File: src/rtl/booth_seq_mul_ctrl.sv
`default_nettype none
// ============================================================================
// Module      : booth_seq_mul_ctrl
// Description : Sequential radix-2 Booth multiplier controller. One shared
//               add/sub-and-shift step per cycle, N+1 steps per product.
//               Optional BOOTH_EARLY_TERM_EN: finish as soon as the remaining
//               multiplier bits cannot trigger another add/sub.
// Revision    : 1.0 - initial release
// ============================================================================
module booth_seq_mul_ctrl #(
    parameter int N = 8
) (
    input  logic             clk,
    input  logic             rst,
    input  logic             start,
    input  logic [N:0]       a,
    input  logic [N:0]       b,
    output logic             ready,
    output logic             busy,
    output logic             done,
    output logic [2*N+1:0]   product
);

    localparam int              c_cw       = $clog2(N + 2);
    localparam logic [c_cw-1:0] c_cnt_init = c_cw'(N + 1);
    localparam logic [c_cw-1:0] c_cnt_one  = c_cw'(1);

    localparam logic [1:0] c_st_idle = 2'd0;
    localparam logic [1:0] c_st_run  = 2'd1;
    localparam logic [1:0] c_st_done = 2'd2;

    logic [1:0]      r_state;
    logic [1:0]      w_state_nxt;
    logic [N+1:0]    r_acc;
    logic [N+1:0]    r_m;
    logic [N:0]      r_q;
    logic            r_q1;
    logic [c_cw-1:0] r_cnt;

    logic            w_accept;
    logic            w_last;
    logic            w_early;
    logic [N+1:0]    w_addsub;
    logic [N+1:0]    w_acc_sh;
    logic [N:0]      w_q_sh;
    logic            w_q1_sh;

    assign w_accept = start && ((r_state == c_st_idle) || (r_state == c_st_done));
    assign w_last   = (r_state == c_st_run) && (w_early || (r_cnt == c_cnt_one));

    // Booth recoding of the current bit pair; ACC is one bit wider than the
    // operands so that subtracting the most negative multiplicand cannot wrap.
    always_comb begin
        w_addsub = r_acc;
        case ({r_q[0], r_q1})
            2'b01:   w_addsub = r_acc + r_m;
            2'b10:   w_addsub = r_acc - r_m;
            default: w_addsub = r_acc;
        endcase
    end

    assign w_acc_sh = {w_addsub[N+1], w_addsub[N+1:1]};
    assign w_q_sh   = {w_addsub[0], r_q[N:1]};
    assign w_q1_sh  = r_q[0];

`ifdef BOOTH_EARLY_TERM_EN
    logic [N:0]     w_mask;
    logic [N:0]     w_qlow;
    logic [2*N+3:0] w_et_vec;

    // Once the unconsumed multiplier bits are uniform, every later pair is
    // 00/11. The pending step's add/sub is folded in, then one wide shift.
    assign w_mask   = ~({(N+1){1'b1}} << r_cnt);
    assign w_qlow   = r_q & w_mask;
    assign w_early  = (w_qlow == '0) || (w_qlow == w_mask);
    assign w_et_vec = $signed({w_addsub, r_q, r_q1}) >>> r_cnt;
`else
    assign w_early  = 1'b0;
`endif

    always_ff @(posedge clk) begin
        if (rst) begin
            r_acc   <= '0;
            r_m     <= '0;
            r_q     <= '0;
            r_q1    <= 1'b0;
            r_cnt   <= '0;
            product <= '0;
        end else if (w_accept) begin
            r_acc   <= '0;
            r_m     <= {a[N], a};
            r_q     <= b;
            r_q1    <= 1'b0;
            r_cnt   <= c_cnt_init;
        end else if (r_state == c_st_run) begin
`ifdef BOOTH_EARLY_TERM_EN
            if (w_early) begin
                r_acc   <= w_et_vec[2*N+3:N+2];
                r_q     <= w_et_vec[N+1:1];
                r_q1    <= w_et_vec[0];
                r_cnt   <= '0;
                product <= w_et_vec[2*N+2:1];
            end else
`endif
            begin
                r_acc <= w_acc_sh;
                r_q   <= w_q_sh;
                r_q1  <= w_q1_sh;
                r_cnt <= r_cnt - c_cnt_one;
                if (r_cnt == c_cnt_one) begin
                    product <= {w_acc_sh[N:0], w_q_sh};
                end
            end
        end
    end

    always_ff @(posedge clk) begin
        if (rst) begin
            r_state <= c_st_idle;
        end else begin
            r_state <= w_state_nxt;
        end
    end

    always_comb begin
        w_state_nxt = r_state;
        case (r_state)
            c_st_idle: if (start)  w_state_nxt = c_st_run;
            c_st_run:  if (w_last) w_state_nxt = c_st_done;
            c_st_done: w_state_nxt = start ? c_st_run : c_st_idle;
            default:   w_state_nxt = c_st_idle;
        endcase
    end

    always_comb begin
        ready = 1'b0;
        busy  = 1'b0;
        done  = 1'b0;
        case (r_state)
            c_st_idle: ready = 1'b1;
            c_st_run:  busy  = 1'b1;
            c_st_done: begin
                ready = 1'b1;
                done  = 1'b1;
            end
            default:   ready = 1'b0;
        endcase
    end

endmodule
`default_nettype wire

File: config.mk
export PLATFORM = sky130hd
export DESIGN_NAME = booth_seq_mul_ctrl
export DESIGN_NICKNAME = d
export VERILOG_FILES = /design/src/rtl/booth_seq_mul_ctrl.sv
export SDC_FILE = /design/constraint.sdc
export NUM_CORES = 1
export LEC_CHECK = 0
export BUFFER_PORTS_ARGS = -buffer_cell sky130_fd_sc_hd__clkbuf_2
export CAP_MARGIN = 10
export CELL_PAD_IN_SITES_DETAIL_PLACEMENT = 0
export CELL_PAD_IN_SITES_GLOBAL_PLACEMENT = 1
export CORE_UTILIZATION = 42
export CTS_CLUSTER_DIAMETER = 100
export DETAILED_ROUTE_END_ITERATION = 8
export GPL_TIMING_DRIVEN = 0
export PLACE_DENSITY = 0.79
export SLEW_MARGIN = 20
export SYNTH_ARGS = -nofsm -noshare
export SYNTH_HDL_FRONTEND = slang
export SYNTH_SLANG_ARGS = --single-unit
File: constraint.sdc
create_clock -name clk -period 3.45 [get_ports clk]
set_clock_uncertainty 0.05 [all_clocks]
set_input_delay 0.1725 -clock clk [delete_from_list [all_inputs] [get_ports clk]]
set_output_delay 0.1725 -clock clk [all_outputs]
set_load 0.03 [all_outputs]
; Word-level counts from Yosys, hierarchy flattened
; Cells that the tools add are included.
[classes]
n_reduce_logical = 9
mux = 12
n_eq_ne = 7
bitwise_logic = 1
add_sub_neg = 3
[ops]
columns = operator, count
row1 = 10-bit one-hot mux with 2 select lines, 1
row2 = 9-bit 2-to-1 mux, 2
row3 = 9-bit by 9-bit adder with 10-bit output, 1
row4 = 9-bit by 9-bit subtractor with 10-bit output, 1
row5 = 4-bit 2-to-1 mux, 2
row6 = 2-bit one-hot mux with 3 select lines, 1
row7 = 2-bit by 1-bit == test with 1-bit output (second input constant), 2
row8 = 2-bit == test (second input constant), 2
row9 = 4-bit by 1-bit == test with 1-bit output (second input constant), 1
row10 = 1-bit 2-to-1 mux, 4
row11 = 2-bit 2-to-1 mux, 2
row12 = 2-bit != test (second input constant), 2
row13 = 2-bit OR reduction, 2
row14 = 4-bit by 1-bit subtractor with 4-bit output (second input constant), 1
row15 = 3-bit AND reduction, 1
row16 = 1-bit logical AND, 2
row17 = 2-bit zero test, 1
row18 = 2-bit AND reduction, 1
row19 = 2-bit nonzero test, 1
row20 = 1-bit logical OR, 1
row21 = 1-bit NOT, 1
[word_totals]
out_inout_bits = 21
regBits = 52

; Depth between registers and ports, before layout
; Gate-level depths: netlist of the first run.
[depth]
ltp_word = 5
depth_mapped = 13

; Least setup slack after synthesis of the first run
; OpenSTA, ideal clock, no wires.
[synth_timing]
kind = flip-flop to flip-flop
startpoint = register r_q1
endpoint = register product[15]
synth_period_minus_slack_ns = 2.402
required_ns = 3.263
stages_incl_launch_ff = 13
t_arrival_ns = 2.214
path_slack_ns = 1.048
cell_sequence = dfxtp_1 > inv_1 > ha_1 > buf_2 > nor2_1 > xnor2_1 > ha_1 > a21o_1 > a21oi_2 > a21oi_1 > or3_1 > a31oi_1 > a211oi_1
[synth_between]
elab_chain_len = 2
word_cells_on_any_way = 3
[synth_lines]
columns = item, line
row1 = from (decl), 37  ; logic r_q1;
row2 = from (signal assigned), 108  ; r_q1 <= w_q1_sh;
row3 = 2-bit == test / 2-bit by 1-bit == test with 1-bit output (equally long branches), 55  ; case ({r_q[0], r_q1})
row4 = 10-bit one-hot mux with 2 select lines (*), 55
row5 = to (signal assigned), 111  ; product <= {w_acc_sh[N:0], w_q_sh};
row6 = to (decl), 21  ; output logic [2*N+1:0] product
; Mark *: on every way between the ends. The rest lies on a longest branch, timed or not.
; A chain may end at the register's enable or synchronous reset.

; Worst setup path in the final report of the first run
[layout_timing]
startpoint = register r_q[0]
endpoint = register product[15]
[layout_between]
elab_chain_len = 2
word_cells_on_any_way = 3
[layout_lines]
columns = item, line
row1 = from (decl), 36  ; logic [N:0] r_q;
row2 = from (signal assigned), 107  ; r_q <= w_q_sh;
row3 = 2-bit == test / 2-bit by 1-bit == test with 1-bit output (equally long branches), 55
row4 = 10-bit one-hot mux with 2 select lines (*), 55
; Marked as above.

==> results of run 1 <==
-- layer usage --
layer	vias up	GRT usage, %	wire (um)
met5	-	0	0
met1	1087	30.2	3350
met3	6	3.22	189
li1	1226	-	-
met4	0	6.32	51
met2	37	32.5	2840
-- cells by family (layout without fill, tap and decap cells) --
family	count (synthesis)	count (layout)	synth area share, %
AO/OA/AOI/OAI	87	87	20.4
XOR/XNOR	15	15	4.93
adder cells (fa/ha/maj)	14	14	6.86
buffers and inverters	30	78	5.36
flip-flops	52	52	39.1
multiplexers	8	8	3.01
AND/OR/NAND/NOR	124	124	20.4
-- worst min-delay path by stage --
stage,endpoint,cells after the start,from,slack [ns]
finish,r_m[7],3,a[7],0.02
CTS,r_m[7],3,a[7],0.01
detailed placement,r_m[7],3,a[7],0.35
global placement,r_m[1],3,a[1],0.35
floorplan,r_m[3],2,a[3],0.26
global route,r_m[5],3,a[5],0.02
-- where the power goes --
group | total, uW | internal (uW) | switching, uW
Sequential | 661 | 633 | 28.2
Clock | 355 | 145 | 210
Combinational | 403 | 162 | 241
-- worst max-delay path: stages (launching register included) --
cell and delay [ns]:
dfxtp_1 0.38, ha_1 0.16, buf_2 0.21, mux2i_1 0.32, ha_1 0.28, nor2b_2 0.16
o2111ai_2 0.22, a21oi_1 0.11, or3_1 0.30, a31oi_1 0.25, a211oi_1 0.11
-- metrics by stage --
step	hold WS, ns	worst slack (ns)	cells	area, um^2
after CTS	0.00960	0.716	453	3040
final	0.0191	0.759	453	3040
after floorplan	0.258	1.05	330	2660
after global routing	0.0188	0.562	453	3040
after detailed placement	0.351	0.741	445	2960
after global placement	0.346	0.738	445	2960
-- state kept, by name, indices dropped and copies added (netlist names) --
signal,flops
r_m,9
r_q1,1
r_cnt,4
product,18
r_q,9
r_state,2
r_acc,9
-- cells in the mapped netlist (2+ instances only) --
library cell  count  share of area (%)
dfxtp_1          52                 39
and2_1            2               0.47
xor2_1            3               0.99
o21ai_0           4               0.75
buf_2             8                1.5
mux2i_1           8                3.0
a21oi_2           2               0.66
ha_1             13                6.1
nor2b_1           2               0.47
a21oi_1          41                7.7
or3_1             2               0.47
xnor2_1          12                3.9
clkbuf_8          2                1.0
inv_2             2               0.28
nor2_1           30                4.2
nor4_1            3               0.70
buf_1             2               0.28
nand3_1           5               0.94
a31oi_1           3               0.70
o21a_1            2               0.56
a211oi_1         10                2.8
clkbuf_1          6               0.85
nor3_1            4               0.75
a21o_1            2               0.56
o211ai_1          2               0.56
inv_1            10                1.4
nand2_1          67                9.4
a22oi_1           8                2.3
o21ai_1           5               0.94
a21o_2            2               0.66
-- final cells by class --
type / count / area (um^2)
clock inverters: 2 / 13.8
well taps: 75 / 93.8
flip-flops and latches: 52 / 1040
plain buffers: 18 / 97.6
clock buffers: 6 / 72.6
fillers: 624 / 2980
inverters: 12 / 45.0
repair buffers: 40 / 200
multi-input cells: 248 / 1480
==> results by group, run 1 <==
Routing
  – Initial DRC count: between 90 and 100
  – Via density: 5.20
  – Final wirelength: 6430 um
  – Wire length per cell: around 14 um
  – DRC viols: 0
  – Drt pass-1 iters: 4
  – Via count: between 2k and 2.5k
  – Post-route ant nets: 0

Clocking
  – Hold buffer count at cts: 0
  – Clk pin slew, worst setup/hold paths: about 0.1 ns
  – Cts bufs inserted: 5
  – Maximum clock insertion buffer count: 2
  – Post-CTS setup buffers: 0
  – H-tree depth: 2
  – Sink Count: 52
  – CTS tree: yes
  – Post_cts resized: 0
  – Clock Latency Late Sink: slightly above 0.3 ns
  – Root buf cell: clkbuf_8

Worst setup path
  – Reg2Reg Setup Slack: 0.76 ns
  – Critical R2R Launch: r_q[0]
  – CP Capture Type: flip-flop
  – Crit path max fanout: 9
  – CP Launch Point: r_q[0]
  – Crit path to: product[15]
  – Setup crit start kind: flip-flop
  – Worst Path Arrival: ~2.8 ns
  – Reg-to-Reg End: product[15]
  – R2R cell count: 10
  – WS Path Type: flip-flop to flip-flop
  – CP required: 3.58 ns

Final layout
  – Commonest cells after routing, fill and taps aside: nand2_1 (67), dfxtp_1 (52), a21oi_1 (41), clkbuf_2 (40), nor2_1 (30)
  – Commonest non-fill, non-tap cell in the layout: nand2_1
  – Final Net Count: 412
  – Antenna cells: 0
  – Layout area overhead: 14.3%
  – Final Core Density: 50.5%
  – Share of cells above drive strength 1: 18.5%

GRT
  – Global route overflow: 0
  – First-pass GRT wire length: ~11000 um
  – GRT Util Overall: 21.1%
  – Initial antenna violation count: 0
  – Largest net degree at the start of global routing: 17
  – Vias in the first global route: 2148

Pwr
  – Largest vdd supply drop: 0.000222 V
  – Leak Pwr: between 0.001 and 0.0015 uW
  – PwrDens: 466 nW/um^2
  – Post-layout total power: 1420 uW

Yosys
  – Post-synthesis cell area: 2660 um^2
  – Syn nets: 365
  – #FFs+latches synth: 52
  – Sequential-to-total area share from yosys stat: 39.1%
  – Post-synth top flop: dfxtp_1
  – Synthesized area per cell: 8.07 um^2
  – Post-synthesis cell type count: 46
  – Synth warn: 0
  – Post-synth EDFFs: 0
  – Syn Inst Count: 330
  – Synth async-reset ratio: 0%

Place
  – Dpl hpwl: ~4900 um
  – Input/output buffers: 40
  – Gpl congestion: 0.810

Floorplan
  – DIE HEIGHT: 81.6 um
  – Core box area: 6030 um^2
  – Row cnt: 28
  – DIE AREA: approximately 6700 um^2
  – Initial Util: between 40 and 50%
  – Die X: a little over 80 um
  – I/O pin cnt: 42

STA
  – Slew @ Worst Pin: 0.629 ns
  – Final setup violation count: 0
  – Crit path time final: about 2.7 ns
  – Achievable Freq: 0.372 GHz
  – Setup TNS: 0 ns
  – Final hold violation count: 0
  – Final critical-path share of the clock period: 78.0%
  – RSZ-0062 raised after global routing: false
  – Max Slew Vio Count: 0
  – Slew Limit Headroom: 58.1%

Run status
  – Status: finished clean

Job
  – # Max-Cap Violations: 0

Min path
  – Min-Delay Path Class: input pin to flip-flop
(Power assumes the default switching activity.)
==> run 2, diff against run 1 <==
- clock period: 3.45 -> 2.5 ns (I/O delays scaled with it)
==> results by group, run 2 (synthesized netlist as in run 1, its figures left out) <==
Worst setup path
  – Reg2Reg Setup Slack: -0.005 ns (-0.76 ns)
  – CP Cell Sequence: inv_1 -> ha_4 -> nand2_1 -> nor2_2 -> a21oi_2 -> xnor2_1 -> ha_2 -> a21o_2 -> a31oi_4 -> and3_4 -> nor4_4 -> nor4_2
  – CP required: 2.68 ns (-0.90 ns)
  – Reg-to-Reg End: product[17]
  – Family with the most delay on the worst path: simple AND/OR/NAND/NOR gates
  – Setup crit start kind: flip-flop
  – Critical Path Slowest Stage Cell: dfxtp_2
  – Worst Path Arrival: 2.69 ns (-0.14 ns)
  – CP max stage delay: 0.35 ns (-0.03 ns)
  – CP Capture Type: flip-flop
  – Buf/Inv on CP: 1 (unchanged)
  – R2R cell count: 12 (+2)
  – WS Path Type: flip-flop to flip-flop
  – Crit path max fanout: 4 (-5)
  – Critical R2R Launch: r_m[0]
  – WP depth: 12 (+2)

Final layout
  – Layout area overhead: 34.0%
  – Share of cells above drive strength 1: 32.0% (+14 points)
  – Final Net Count: 440 (+6.8%)
  – Antenna cells: 0 (unchanged)
  – Commonest non-fill, non-tap cell in the layout: nand2_1
  – Multi-input gate area: 1760 um^2 (+19%)
  – Non-filler cells in the finished layout: 481 (+6.2%)
  – FILL cells: 575 (-7.9%)
  – Biggest register: product
  – FF+latch area: 1050 um^2 (+0.72%)
  – Post-route cell area: 3570 um^2 (+17%)
  – Commonest cells after routing, fill and taps aside: nand2_1 (66), dfxtp_1 (48), clkbuf_2 (40), a21oi_1 (37), nor2_1 (24)
  – Number of flip-flops under the largest register name: 18 (unchanged)

Clocking
  – Clk pin slew, worst setup/hold paths: 0.11 ns (about the same)
  – H-tree depth: 2 (unchanged)
  – Maximum clock insertion buffer count: 2 (unchanged)
  – Clock Latency Late Sink: 0.32 ns (about the same)
  – Cts bufs inserted: 5 (unchanged)
  – Root buf cell: clkbuf_8
  – Sink Count: 52 (unchanged)
  – CTS tree: yes

STA
  – Achievable Freq: 0.399 GHz (+7.4%)
  – Final hold violation count: 0 (unchanged)
  – Slew Limit Headroom: 60.6% (+2.5 points)
  – RSZ-0062 raised after global routing: true
  – Final critical-path share of the clock period: 100% (+22 points)
  – Max Slew Vio Count: 0 (unchanged)
  – WHS: 0.0308 ns (+0.0117 ns)
  – Setup TNS: -0.00453 ns (-0.00453 ns)
  – Worst Setup Slack, final: -0.00453 ns (-0.764 ns)
  – Crit path time final: 2.50 ns (-0.186 ns)
  – Final setup violation count: 1 (+1)
  – Slew @ Worst Pin: 0.592 ns (-0.0373 ns)

GRT
  – Largest net degree at the start of global routing: 17 (unchanged)
  – Global route overflow: 0 (unchanged)
  – Initial antenna violation count: 0 (unchanged)
  – First-pass GRT wire length: 11100 um (+4.9%)
  – Vias in the first global route: 2279 (+6.1%)
  – GRT Util Overall: 22.1% (+0.99 points)

Floorplan
  – Core box area: 6030 um^2 (unchanged)
  – DIE HEIGHT: 81.6 um (unchanged)
  – Die X: 81.6 um (unchanged)
  – I/O pin cnt: 42 (unchanged)
  – Initial Util: 44.2% (unchanged)
  – Row cnt: 28 (unchanged)
  – DIE AREA: 6670 um^2 (unchanged)

Place
  – Place WS: -0.209 ns (-0.950 ns)
  – Placed insts: 445 (unchanged)
  – Input/output buffers: 40 (unchanged)
  – Placed cell area: 2960 um^2 (unchanged)
  – Dpl hpwl: 4900 um (unchanged)
  – Gpl congestion: 0.810 (unchanged)

Routing
  – Wire length per cell: 15.1 um (+6.4%)
  – Drt pass-1 iters: 4 (unchanged)
  – Via count: 2527 (+7.3%)
  – DRC viols: 0 (unchanged)
  – Via density: 5.25 (+1.0%)
  – Post-route ant nets: 0 (unchanged)
  – Final wirelength: 7260 um (+13%)
  – Initial DRC count: 108 (+17%)

Run status
  – Status: finished with violations
  – Failing checks: setup timing

Min path
  – Hold Startpoint: b[6]
  – Hold Path Cell Cnt: 3 (unchanged)
  – Hold Crit Endpoint: r_q[6]
  – Min-Delay Path Class: input pin to flip-flop

Pwr
  – PwrDens: 625 nW/um^2 (+34%)
  – Leak Pwr: 0.00142 uW (+14%)
  – Largest vdd supply drop: 0.000306 V (+38%)

Job
  – # Max-Cap Violations: 0 (unchanged)
run 2: per-layer routing:
metal	part of all wire (%)	wire, um	track usage, %
met5	0	0	0
met4	1.6	113	7.02
met3	3.5	254	3.22
met2	47	3440	35.3
met1	48	3460	30.4
run 2: power by group:
group	internal, uW	switching (uW)	total, uW
Sequential	874	44.3	918
Clock	201	297	498
Combinational	383	432	815
Total	1460	774	2230
run 2: worst max-delay path by stage:
stage            from  slack (ns)          end
2_1_floorplan    r_q1         0.1  product[15]
5_1_grt        r_m[0]       -0.15  product[17]
3_5_place_dp   r_q[0]       -0.21  product[15]
6_report       r_m[0]      -0.005  product[17]
3_3_place_gp   r_q[0]       -0.21  product[15]
4_1_cts        r_m[1]       0.005  product[17]
run 2: final cells by class:
type	count	share of cell area, %
Buffer	18	3.01
Clock buffer	6	2.03
Clock inverter	2	0.386
Inverter	12	1.26
Multi-Input combinational cell	248	49.2
Sequential cell	52	29.4
Tap cell	75	2.63
Timing Repair Buffer	68	12.1
run 2: worst min-delay path: stages:
cell and delay (ns):
clkbuf_2 0.07, a22oi_1 0.05, a21oi_1 0.11
run 2: what timing repair did:
item                                   4_1_cts  5_1_grt
endpoints found under the hold margin        9        0
setup endpoints to repair                    8       11
pin swaps                                   18       25
hold buffers                                 9        0
resized for setup                           23       37
setup buffers                                9       10
run 2: through the flow:
stage	utilization, %	total power, uW
global route	59.2	2350
floorplan	-	1350
CTS	54.8	2070
detailed placement	49.1	1490
global placement	49.1	1480
finish	59.2	2230
